===== config.mk =====
export PLATFORM = sky130hd
export DESIGN_NAME = mem_bus_arbiter_flat
export DESIGN_NICKNAME = d
export VERILOG_FILES = /design/src/rtl/mem_arb_pkg.sv /design/src/rtl/mem_bus_arbiter_if.sv /design/src/rtl/arb_select.sv /design/src/rtl/mem_bus_arbiter.sv /design/src/flat_wrapper.sv
export SDC_FILE = /design/constraint.sdc
export NUM_CORES = 1
export LEC_CHECK = 0
export CAP_MARGIN = 10
export CORE_ASPECT_RATIO = 1.1
export CORE_MARGIN = 5
export CORE_UTILIZATION = 42
export DETAILED_ROUTE_END_ITERATION = 7
export PLACE_DENSITY = 0.89
export SETUP_SLACK_MARGIN = 0.1
export SLEW_MARGIN = 20
export SYNTH_ARGS = -nofsm -noshare
export SYNTH_HDL_FRONTEND = slang
export SYNTH_SLANG_ARGS = --single-unit

===== constraint.sdc =====
create_clock -name clk -period 5.1 [get_ports clk]
set_clock_uncertainty 0.05 [all_clocks]
set_input_delay 1.02 -clock clk [delete_from_list [all_inputs] [get_ports clk]]
set_output_delay 1.02 -clock clk [all_outputs]
set_load 0.005 [all_outputs]

===== src/rtl/mem_arb_pkg.sv =====
// Shared types and constants for the external memory bus arbiter.
// Requester indices: 0 fetch, 1 data, 2 ext.
package mem_arb_pkg;

  typedef enum logic [1:0] {IDLE, ACCESS, DONE} arb_state_t;

  localparam int unsigned REQ_FETCH = 0;
  localparam int unsigned REQ_DATA  = 1;
  localparam int unsigned REQ_EXT   = 2;
  localparam int unsigned NUM_REQ   = 3;

  typedef logic [1:0]         req_idx_t;
  typedef logic [NUM_REQ-1:0] req_vec_t;

  function automatic req_vec_t idx_to_onehot(req_idx_t idx);
    req_vec_t oh;
    oh = '0;
    for (int i = 0; i < NUM_REQ; i++) begin
      oh[i] = (idx == req_idx_t'(i));
    end
    return oh;
  endfunction

  // Wraps NUM_REQ-1 back to fetch so the round-robin pointer stays in range.
  function automatic req_idx_t next_idx(req_idx_t idx);
    return (idx == req_idx_t'(NUM_REQ - 1)) ? req_idx_t'(0) : idx + req_idx_t'(1);
  endfunction

endpackage


===== src/rtl/mem_bus_arbiter_if.sv =====
// Requester handshake plus external memory bus signals of mem_bus_arbiter.
// master: the arbiter side; slave: requesters and memory.
interface mem_bus_arbiter_if #(
  parameter int unsigned ADDR_W = 8,
  parameter int unsigned DATA_W = 8
);

  logic [mem_arb_pkg::NUM_REQ-1:0]             req_i;
  logic [mem_arb_pkg::NUM_REQ-1:0]             we_i;
  logic [mem_arb_pkg::NUM_REQ-1:0][ADDR_W-1:0] addr_i;
  logic [mem_arb_pkg::NUM_REQ-1:0][DATA_W-1:0] wdata_i;
  logic [mem_arb_pkg::NUM_REQ-1:0]             gnt_o;
  logic [mem_arb_pkg::NUM_REQ-1:0]             done_o;
  logic [DATA_W-1:0]                           rdata_o;
  logic                                        busy_o;
  logic [ADDR_W-1:0]                           mem_addr;
  logic [DATA_W-1:0]                           mem_wdata;
  logic [DATA_W-1:0]                           mem_rdata;
  logic                                        mem_oe;
  logic                                        mem_we;

  modport master (
    input  req_i, we_i, addr_i, wdata_i, mem_rdata,
    output gnt_o, done_o, rdata_o, busy_o, mem_addr, mem_wdata, mem_oe, mem_we
  );

  modport slave (
    output req_i, we_i, addr_i, wdata_i, mem_rdata,
    input  gnt_o, done_o, rdata_o, busy_o, mem_addr, mem_wdata, mem_oe, mem_we
  );

endinterface


===== src/rtl/arb_select.sv =====
// Combinational winner pick for mem_bus_arbiter. MEM_ARB_ROUND_ROBIN_EN selects
// round-robin from ptr_i; otherwise fixed priority ext > data > fetch.
module arb_select
  import mem_arb_pkg::*;
(
  input  req_vec_t req_i,
  input  req_idx_t ptr_i,
  output req_vec_t gnt_o,
  output req_idx_t idx_o,
  output logic     valid_o
);

`ifdef MEM_ARB_ROUND_ROBIN_EN
  req_idx_t cand;

  always_comb begin
    valid_o = 1'b0;
    idx_o   = '0;
    cand    = ptr_i;
    for (int i = 0; i < NUM_REQ; i++) begin
      if (!valid_o && req_i[cand]) begin
        valid_o = 1'b1;
        idx_o   = cand;
      end
      cand = next_idx(cand);
    end
    gnt_o = valid_o ? idx_to_onehot(idx_o) : req_vec_t'(0);
  end
`else
  logic unused_ptr;
  assign unused_ptr = ^ptr_i;

  always_comb begin
    valid_o = |req_i;
    if (req_i[REQ_EXT]) begin
      idx_o = req_idx_t'(REQ_EXT);
    end else if (req_i[REQ_DATA]) begin
      idx_o = req_idx_t'(REQ_DATA);
    end else begin
      idx_o = req_idx_t'(REQ_FETCH);
    end
    gnt_o = valid_o ? idx_to_onehot(idx_o) : req_vec_t'(0);
  end
`endif

endmodule


===== src/rtl/mem_bus_arbiter.sv =====
// Arbiter/sequencer for the shared external memory bus: one access per grant with
// WAIT_STATES extra cycles. Define MEM_ARB_ROUND_ROBIN_EN for round-robin arbitration.
module mem_bus_arbiter
  import mem_arb_pkg::*;
#(
  parameter int unsigned WAIT_STATES = 1,
  parameter int unsigned ADDR_W      = 8,
  parameter int unsigned DATA_W      = 8
) (
  input logic               clk,
  input logic               rst,
  mem_bus_arbiter_if.master bus
);

  localparam int unsigned CntW = (WAIT_STATES == 0) ? 1 : $clog2(WAIT_STATES + 1);

  arb_state_t        state_q, state_d;
  req_idx_t          winner_q, winner_d;
  logic              we_q, we_d;
  logic [ADDR_W-1:0] addr_q, addr_d;
  logic [DATA_W-1:0] wdata_q, wdata_d;
  logic [CntW-1:0]   cnt_q, cnt_d;
  req_vec_t          gnt_q, gnt_d;
  req_vec_t          done_q, done_d;
  logic [DATA_W-1:0] rdata_q, rdata_d;
  logic              mem_oe_q, mem_oe_d;
  logic              mem_we_q, mem_we_d;

  req_vec_t req_masked;
  req_vec_t sel_gnt;
  req_idx_t sel_idx;
  req_idx_t ptr;
  logic     sel_valid;
  logic     start;

  // The requester just served still holds req during DONE; keep it out of the pick.
  assign req_masked = bus.req_i &
                      ~((state_q == DONE) ? idx_to_onehot(winner_q) : req_vec_t'(0));
  assign start      = sel_valid && (state_q != ACCESS);

  arb_select u_arb_select (
    .req_i   (req_masked),
    .ptr_i   (ptr),
    .gnt_o   (sel_gnt),
    .idx_o   (sel_idx),
    .valid_o (sel_valid)
  );

`ifdef MEM_ARB_ROUND_ROBIN_EN
  req_idx_t ptr_q, ptr_d;

  always_comb begin
    ptr_d = ptr_q;
    if (start) begin
      ptr_d = next_idx(sel_idx);
    end
  end

  always_ff @(posedge clk or posedge rst) begin
    if (rst) begin
      ptr_q <= req_idx_t'(REQ_FETCH);
    end else begin
      ptr_q <= ptr_d;
    end
  end

  assign ptr = ptr_q;
`else
  assign ptr = req_idx_t'(REQ_FETCH);
`endif

  always_comb begin
    state_d  = state_q;
    winner_d = winner_q;
    we_d     = we_q;
    addr_d   = addr_q;
    wdata_d  = wdata_q;
    cnt_d    = cnt_q;
    gnt_d    = gnt_q;
    done_d   = '0;
    rdata_d  = rdata_q;
    mem_oe_d = mem_oe_q;

    unique case (state_q)
      IDLE: ;
      ACCESS: begin
        if (cnt_q == '0) begin
          state_d  = DONE;
          done_d   = idx_to_onehot(winner_q);
          mem_oe_d = 1'b0;
          if (!we_q) begin
            rdata_d = bus.mem_rdata;
          end
        end else begin
          cnt_d = cnt_q - CntW'(1);
        end
      end
      DONE: begin
        state_d = IDLE;
        gnt_d   = '0;
      end
      default: begin
        state_d  = IDLE;
        gnt_d    = '0;
        mem_oe_d = 1'b0;
      end
    endcase

    // A new winner overrides the IDLE/DONE defaults, giving back-to-back accesses.
    if (start) begin
      state_d  = ACCESS;
      winner_d = sel_idx;
      we_d     = bus.we_i[sel_idx];
      addr_d   = bus.addr_i[sel_idx];
      wdata_d  = bus.wdata_i[sel_idx];
      cnt_d    = CntW'(WAIT_STATES);
      gnt_d    = sel_gnt;
      mem_oe_d = we_d;
    end

    // Write strobe only in the final ACCESS cycle.
    mem_we_d = (state_d == ACCESS) && we_d && (cnt_d == '0);
  end

  always_ff @(posedge clk or posedge rst) begin
    if (rst) begin
      state_q  <= IDLE;
      winner_q <= '0;
      we_q     <= 1'b0;
      addr_q   <= '0;
      wdata_q  <= '0;
      cnt_q    <= '0;
      gnt_q    <= '0;
      done_q   <= '0;
      rdata_q  <= '0;
      mem_oe_q <= 1'b0;
      mem_we_q <= 1'b0;
    end else begin
      state_q  <= state_d;
      winner_q <= winner_d;
      we_q     <= we_d;
      addr_q   <= addr_d;
      wdata_q  <= wdata_d;
      cnt_q    <= cnt_d;
      gnt_q    <= gnt_d;
      done_q   <= done_d;
      rdata_q  <= rdata_d;
      mem_oe_q <= mem_oe_d;
      mem_we_q <= mem_we_d;
    end
  end

  assign bus.gnt_o     = gnt_q;
  assign bus.done_o    = done_q;
  assign bus.rdata_o   = rdata_q;
  assign bus.busy_o    = (state_q != IDLE);
  assign bus.mem_addr  = addr_q;
  assign bus.mem_wdata = wdata_q;
  assign bus.mem_oe    = mem_oe_q;
  assign bus.mem_we    = mem_we_q;

endmodule

===== src/flat_wrapper.sv =====
// flat-port wrapper written by rule: the top's interface ports become plain ports
module mem_bus_arbiter_flat import mem_arb_pkg::*;
#(
  parameter int unsigned WAIT_STATES = 1,
  parameter int unsigned ADDR_W      = 8,
  parameter int unsigned DATA_W      = 8
)
  (clk, rst, bus_req_i, bus_we_i, bus_addr_i, bus_wdata_i, bus_mem_rdata, bus_gnt_o, bus_done_o, bus_rdata_o, bus_busy_o, bus_mem_addr, bus_mem_wdata, bus_mem_oe, bus_mem_we);
  mem_bus_arbiter_if #(.ADDR_W(ADDR_W), .DATA_W(DATA_W)) bus_i ();
  input logic clk;
  input logic rst;
  input wire logic [$bits(bus_i.req_i)-1:0] bus_req_i;
  input wire logic [$bits(bus_i.we_i)-1:0] bus_we_i;
  input wire logic [$bits(bus_i.addr_i)-1:0] bus_addr_i;
  input wire logic [$bits(bus_i.wdata_i)-1:0] bus_wdata_i;
  input wire logic [$bits(bus_i.mem_rdata)-1:0] bus_mem_rdata;
  output wire logic [$bits(bus_i.gnt_o)-1:0] bus_gnt_o;
  output wire logic [$bits(bus_i.done_o)-1:0] bus_done_o;
  output wire logic [$bits(bus_i.rdata_o)-1:0] bus_rdata_o;
  output wire logic [$bits(bus_i.busy_o)-1:0] bus_busy_o;
  output wire logic [$bits(bus_i.mem_addr)-1:0] bus_mem_addr;
  output wire logic [$bits(bus_i.mem_wdata)-1:0] bus_mem_wdata;
  output wire logic [$bits(bus_i.mem_oe)-1:0] bus_mem_oe;
  output wire logic [$bits(bus_i.mem_we)-1:0] bus_mem_we;
  assign bus_i.req_i = bus_req_i;
  assign bus_i.we_i = bus_we_i;
  assign bus_i.addr_i = bus_addr_i;
  assign bus_i.wdata_i = bus_wdata_i;
  assign bus_i.mem_rdata = bus_mem_rdata;
  assign bus_gnt_o = bus_i.gnt_o;
  assign bus_done_o = bus_i.done_o;
  assign bus_rdata_o = bus_i.rdata_o;
  assign bus_busy_o = bus_i.busy_o;
  assign bus_mem_addr = bus_i.mem_addr;
  assign bus_mem_wdata = bus_i.mem_wdata;
  assign bus_mem_oe = bus_i.mem_oe;
  assign bus_mem_we = bus_i.mem_we;
  mem_bus_arbiter #(.WAIT_STATES(WAIT_STATES), .ADDR_W(ADDR_W), .DATA_W(DATA_W)) u_core (.clk(clk), .rst(rst), .bus(bus_i));
endmodule

# Word-level counts from Yosys, hierarchy flattened
# Index checks and enable logic that the tools add are counted.
[word_totals]
register_bits = 38
in_bits = 64
[op_classes]
bitwise = 5
addsub = 1
mux = 24
n_reduce_logical = 12
eq_ne = 11
n_lt_le_gt_ge = 1
[op_table]
columns = ["cell", "n"]
rows = [
  ["$bmux 8 s2", 2],
  ["$mux 3", 6],
  ["$mux 8", 2],
  ["$eq 2x1->1 const B", 4],
  ["$mux 1", 8],
  ["$eq 2x2->1 const B", 3],
  ["$logic_not 2->1", 3],
  ["$mux 2", 3],
  ["$ne 2x1->1 const B", 3],
  ["$pmux 2 s2", 1],
  ["$reduce_or 2->1", 2],
  ["$and 3x3->3", 1],
  ["$logic_and 1x1->1", 3],
  ["$lt 2x3->1 const B", 1],
  ["$ne 3x3->1 const B", 1],
  ["$not 1->1", 3],
  ["$not 3->3", 1],
  ["$reduce_and 3->1", 1],
  ["$reduce_or 3->1", 1],
  ["$bmux 1 s2", 1],
  ["$pmux 1 s2", 1],
  ["$reduce_and 2->1", 1],
  ["$reduce_bool 2->1", 1],
  ["$sub 1x1->1 const B", 1],
]

# Depth between registers and ports, before layout
[logic_depth]
ltp_word = 11
depth_mapped = 7
depth_no_buf = 5

# By module
# A second synthesis with hierarchy kept.
[unflattened]
cells_unflattened = 151
area_unflattened_um2 = 1885.6
[modules_own_cells]
columns = ["module", "seq_area_each_um2", "instances", "area_per_inst_um2", "cells_each"]
rows = [
  ["mem_bus_arbiter", 950.9, 1, 1845.5, 145],
  ["arb_select", 0.0, 1, 40.0, 6],
]

# Least setup slack after synthesis
# OpenSTA, ideal clock, no wires.
[synth_timing]
kind = "input to register"
from = "in bus_req_i[1]"
to = "reg u_core.addr_q[1] (netlist: u_core.bus.mem_addr[1])"
stages = 6
setup_ps = 145
t_arrival_ps = 2209
required_ps = 4905
setup_slack_ps = 2696
cell_sequence = "clkbuf_2 or3b_4 and2_4 a21oi_4 buf_4 o211ai_1"
[synth_via]
elab_chain_cells = 5
elab_cells_between_ends = 7
classes_between = "mux: 4; bitwise: 1; reduce/logical: 2"
[synth_rtl]
columns = ["element", "line", "source"]
rows = [
  ["start, declared", "flat_wrapper.sv:12", "input wire logic [$bits(bus_i.req_i)-1:0] bus_req_i;"],
  ["$and 3x3->3 *", "mem_bus_arbiter.sv:37", "assign req_masked = bus.req_i &"],
  ["$mux 1", "arb_select.sv:37", "end else if (req_i[REQ_DATA]) begin"],
  ["$mux 2", "arb_select.sv:35", "if (req_i[REQ_EXT]) begin"],
  ["$bmux 8 s2", "mem_bus_arbiter.sv:114", "addr_d = bus.addr_i[sel_idx];"],
  ["$mux 8 (not written as such)", "mem_bus_arbiter.sv:114", ""],
  ["end signal, assigned", "mem_bus_arbiter.sv:142", "addr_q <= addr_d;"],
  ["end, declared", "mem_bus_arbiter.sv:20", "logic [ADDR_W-1:0] addr_q, addr_d;"],
]
# Every way passes the cells marked *; elsewhere a longest branch is shown, timed or not. The select of a mux whose other input is x is not followed.
# A chain may end at the register's enable or synchronous reset.

# Final worst setup path
[layout_timing]
from = "in bus_req_i[1]"
to = "reg u_core.we_q"
[layout_via]
elab_chain_cells = 6
elab_cells_between_ends = 8
classes_between = "mux: 5; bitwise: 1; reduce/logical: 2"
[layout_rtl]
columns = ["element", "line", "source"]
rows = [
  ["$and 3x3->3 *", "mem_bus_arbiter.sv:37", ""],
  ["$mux 1", "arb_select.sv:37", ""],
  ["$mux 2", "arb_select.sv:35", ""],
  ["$bmux 1 s2", "mem_bus_arbiter.sv:113", "we_d = bus.we_i[sel_idx];"],
  ["$mux 1 (not written as such)", "mem_bus_arbiter.sv:113", ""],
  ["$mux 1 *", "mem_bus_arbiter.sv:110", "if (start) begin"],
  ["net u_core.we_d", "mem_bus_arbiter.sv:19", "logic we_q, we_d;"],
  ["end signal, assigned", "mem_bus_arbiter.sv:141", "we_q <= we_d;"],
  ["end, declared", "mem_bus_arbiter.sv:19", ""],
]
# The timed path passes the listed nets; every way through them passes the cells marked *. The select of a mux whose other input is x is not followed.

==> results.py <==
metrics = {
    "clock_tree": {
        "cts_sinks": 38,
        "clkTransAtPathRegs_ps": 70,
        "htree_num_levels": 2,
        "cts_root_buf": "clkbuf_8",
        "cts_buffers": 5,
        "post_cts_resized": 0,
        "cts.path.max_buffers": 2,
        "cts_tree": "yes",
        "postCtsSetupBuffers": 0,
        "clk_latency_ps": 290,
        "postCtsHoldBufs": 0,
    },
    "drt": {
        "top_layer": "met4",
        "drt_iter0_markers": 153,
        "route.met2.wl_um": 2580,
        "viasPerCell": 5.28,
        "routedWlPerCell_um": 15.8,
        "drt-pass1-iter-count": 4,
        "antenna_left": 0,
        "wl_um": 5080,
        "route.detailed.drc": 0,
        "vias": 1701,
        "drt-met1-wl_um": 2020,
        "wl_met3_um": 433,
    },
    "final_layout": {
        "fin_nets": 331,
        "seqCellArea_sq_um": 951,
        "multi_input_area_sq_um": 821,
        "post-route-util_pct": 68.4,
        "syn_to_final_growth_pct": 58.1,
        "fillers": 344,
        "final_area_sq_um": 2930,
        "layout_common_cells": "clkdlybuf4s50_1 (96), dfrtp_1 (38), nor2_1 (21)",
        "antenna_cells": 0,
        "final_common_cell": "clkdlybuf4s50_1",
        "drive_gt1_share_pct": 9.70,
    },
    "critical_path": {
        "cp-end-kind": "flop",
        "critPathMaxStageDelay_ps": 560,
        "crit_fanout": 27,
        "crit_slowest_cell": "a21oi_4",
        "cp.required_ps": 5240,
        "path_cells": "clkdlybuf4s50_1 > or3b_4 > and2_4 > a21oi_4 > a31oi_1 > a21o_1",
        "path_buf_inv": 1,
        "crit_family": "compound AO/OA/AOI/OAI gates",
        "cp.arrival_ps": 3100,
        "cp-start-kind": "input pin",
        "path_class": "input pin to flop",
        "reg2reg_slack_ps": 2930,
    },
    "global_route": {
        "grt_max_degree": 39,
        "grt_use_total_pct": 18.0,
        "grt_pass1_vias": 1689,
        "grt_pass1_wl_um": 8060,
        "grt_overflow": 0,
        "antenna_found_initial": 0,
    },
    "sta": {
        "fin_setup_tns_ps": 0,
        "worst_slew_pin_slew_ps": 860,
        "slew_headroom_pct": 42.5,
        "slew_viol_final": 0,
        "setup_viol": 0,
        "rsz0062_at_grt": "no",
        "whs_ps": 433,
        "finalHoldViolations": 0,
        "fin_crit_sh_pct": 58.2,
        "fmax_mhz": 337,
        "layout_min_cycle_time_ps": 2970,
    },
    "synth": {
        "yosys_most_used_dff": "dfrtp_1",
        "syn_area_sq_um": 1850,
        "syn_inst": 174,
        "yosysSeqAreaShare_pct": 51.3,
        "yosysWarnings": 0,
        "syn_nets": 238,
        "ys_ff_latch": 38,
        "synth_edf_count": 0,
        "yosysUniqueCellTypes": 43,
        "avgSynthCellArea_sq_um": 10.6,
        "async_flop_share_pct": 100,
    },
    "power": {
        "finalPower_uw": 1560,
        "peakVddDrop_v": 0.000307,
        "pwr_density_cell_nw_per_um2": 534,
        "p_leak_uw": 0.00119,
    },
    "floorplanning": {
        "start_util_pct": 43.2,
        "core_sq_um": 4290,
        "io_pins": 97,
        "die_w_um": 73.3,
        "fp.dieH_um": 79.7,
        "num_rows": 25,
        "dieArea_sq_um": 5840,
    },
    "placement": {
        "place.gp.congestion": 0.783,
        "placed_cell_area_sq_um": 2820,
        "port_buffers": 96,
        "dp_hpwl_um": 3900,
    },
    "run_status": {
        "status": "completed",
    },
    "job": {
        "maxCapViolCount": 0,
    },
    "hold_path": {
        "hold_path.class": "flop to flop",
    },
}
-- layout make-up --
class	instances	share of cell area, %
Inverter	2	0.256
Multi-Input combinational cell	123	28.0
Timing Repair Buffer	97	33.1
Tap cell	54	2.31
Clock buffer	5	2.35
Clock inverter	3	1.54
Sequential cell	38	32.5
-- synth_stat cells, types with 2 or more instances --
master	number	area share, %
a22oi_1	2	0.81
buf_4	4	1.6
inv_1	2	0.41
a221oi_1	6	2.8
o31ai_1	7	2.8
o211ai_1	2	0.81
nand2b_1	5	1.7
a21o_1	7	2.8
nor4_1	2	0.68
dfrtp_1	38	51
a21oi_1	3	0.81
mux2_2	8	4.9
nor2b_1	2	0.68
nand2_1	14	2.8
nor2_1	21	4.3
a31oi_1	4	1.4
o22ai_1	6	2.0
and3_1	2	0.68
nor3_1	2	0.54
o2bb2ai_1	7	3.3
clkbuf_1	3	0.61
o21ai_0	5	1.4
buf_6	2	1.2
-- power breakdown --
group	switching, uW	total (uW)	internal, uW
combinational	314	751	437
sequential	107	558	451
clock	109	254	145
-- routing by layer --
metal	up-vias	global-route usage, %
li1	834	-
met2	72	30.1
met4	0	4.35
met1	791	22.2
met5	-	0
met3	4	6.05
-- flip-flops by register name, summed over array words and instances (netlist names) --
name	cells
u_core.we_q	1
u_core.bus.rdata_o	8
u_core.bus.gnt_o	3
u_core.bus.mem_wdata	8
u_core.bus.done_o	3
u_core.bus.mem_addr	8
u_core.state_q	2
u_core.bus.mem_oe	1
u_core.bus.mem_we	1
u_core.cnt_q	1
u_core.winner_q	2
-- path summary, 6_finish.rpt --
path / start / end / cells past startpoint
setup / recovery: bus_req_i[1] / u_core.we_q / 6
hold / removal: u_core.bus.mem_oe / u_core.bus.mem_oe / 1
setup reg to reg: u_core.winner_q[0] / u_core.we_q / 5
hold reg to reg: u_core.bus.mem_oe / u_core.bus.mem_oe / 1
max in group asynchronous: rst / u_core.bus.mem_wdata[5] / 3
min in group asynchronous: rst / u_core.bus.mem_addr[3] / 3
-- stage by stage --
step                std cells  setup slack (ps)
floorplan                 174              2700
detailed placement        314              1830
CTS                       322              2140
global route              322              2030
global placement          314              1900
finish                    322              2130
-- cell families (layout without fill, tap and decap cells) --
group	count (synthesis)	count (layout)	share of synthesized area, %
AOI/OAI and AO/OA	57	57	23.5
buffers and inverters	13	107	4.39
muxes	8	8	4.86
DFF	38	38	51.3
and+or+nand+nor	58	58	15.9
(Power assumes the default switching activity.)
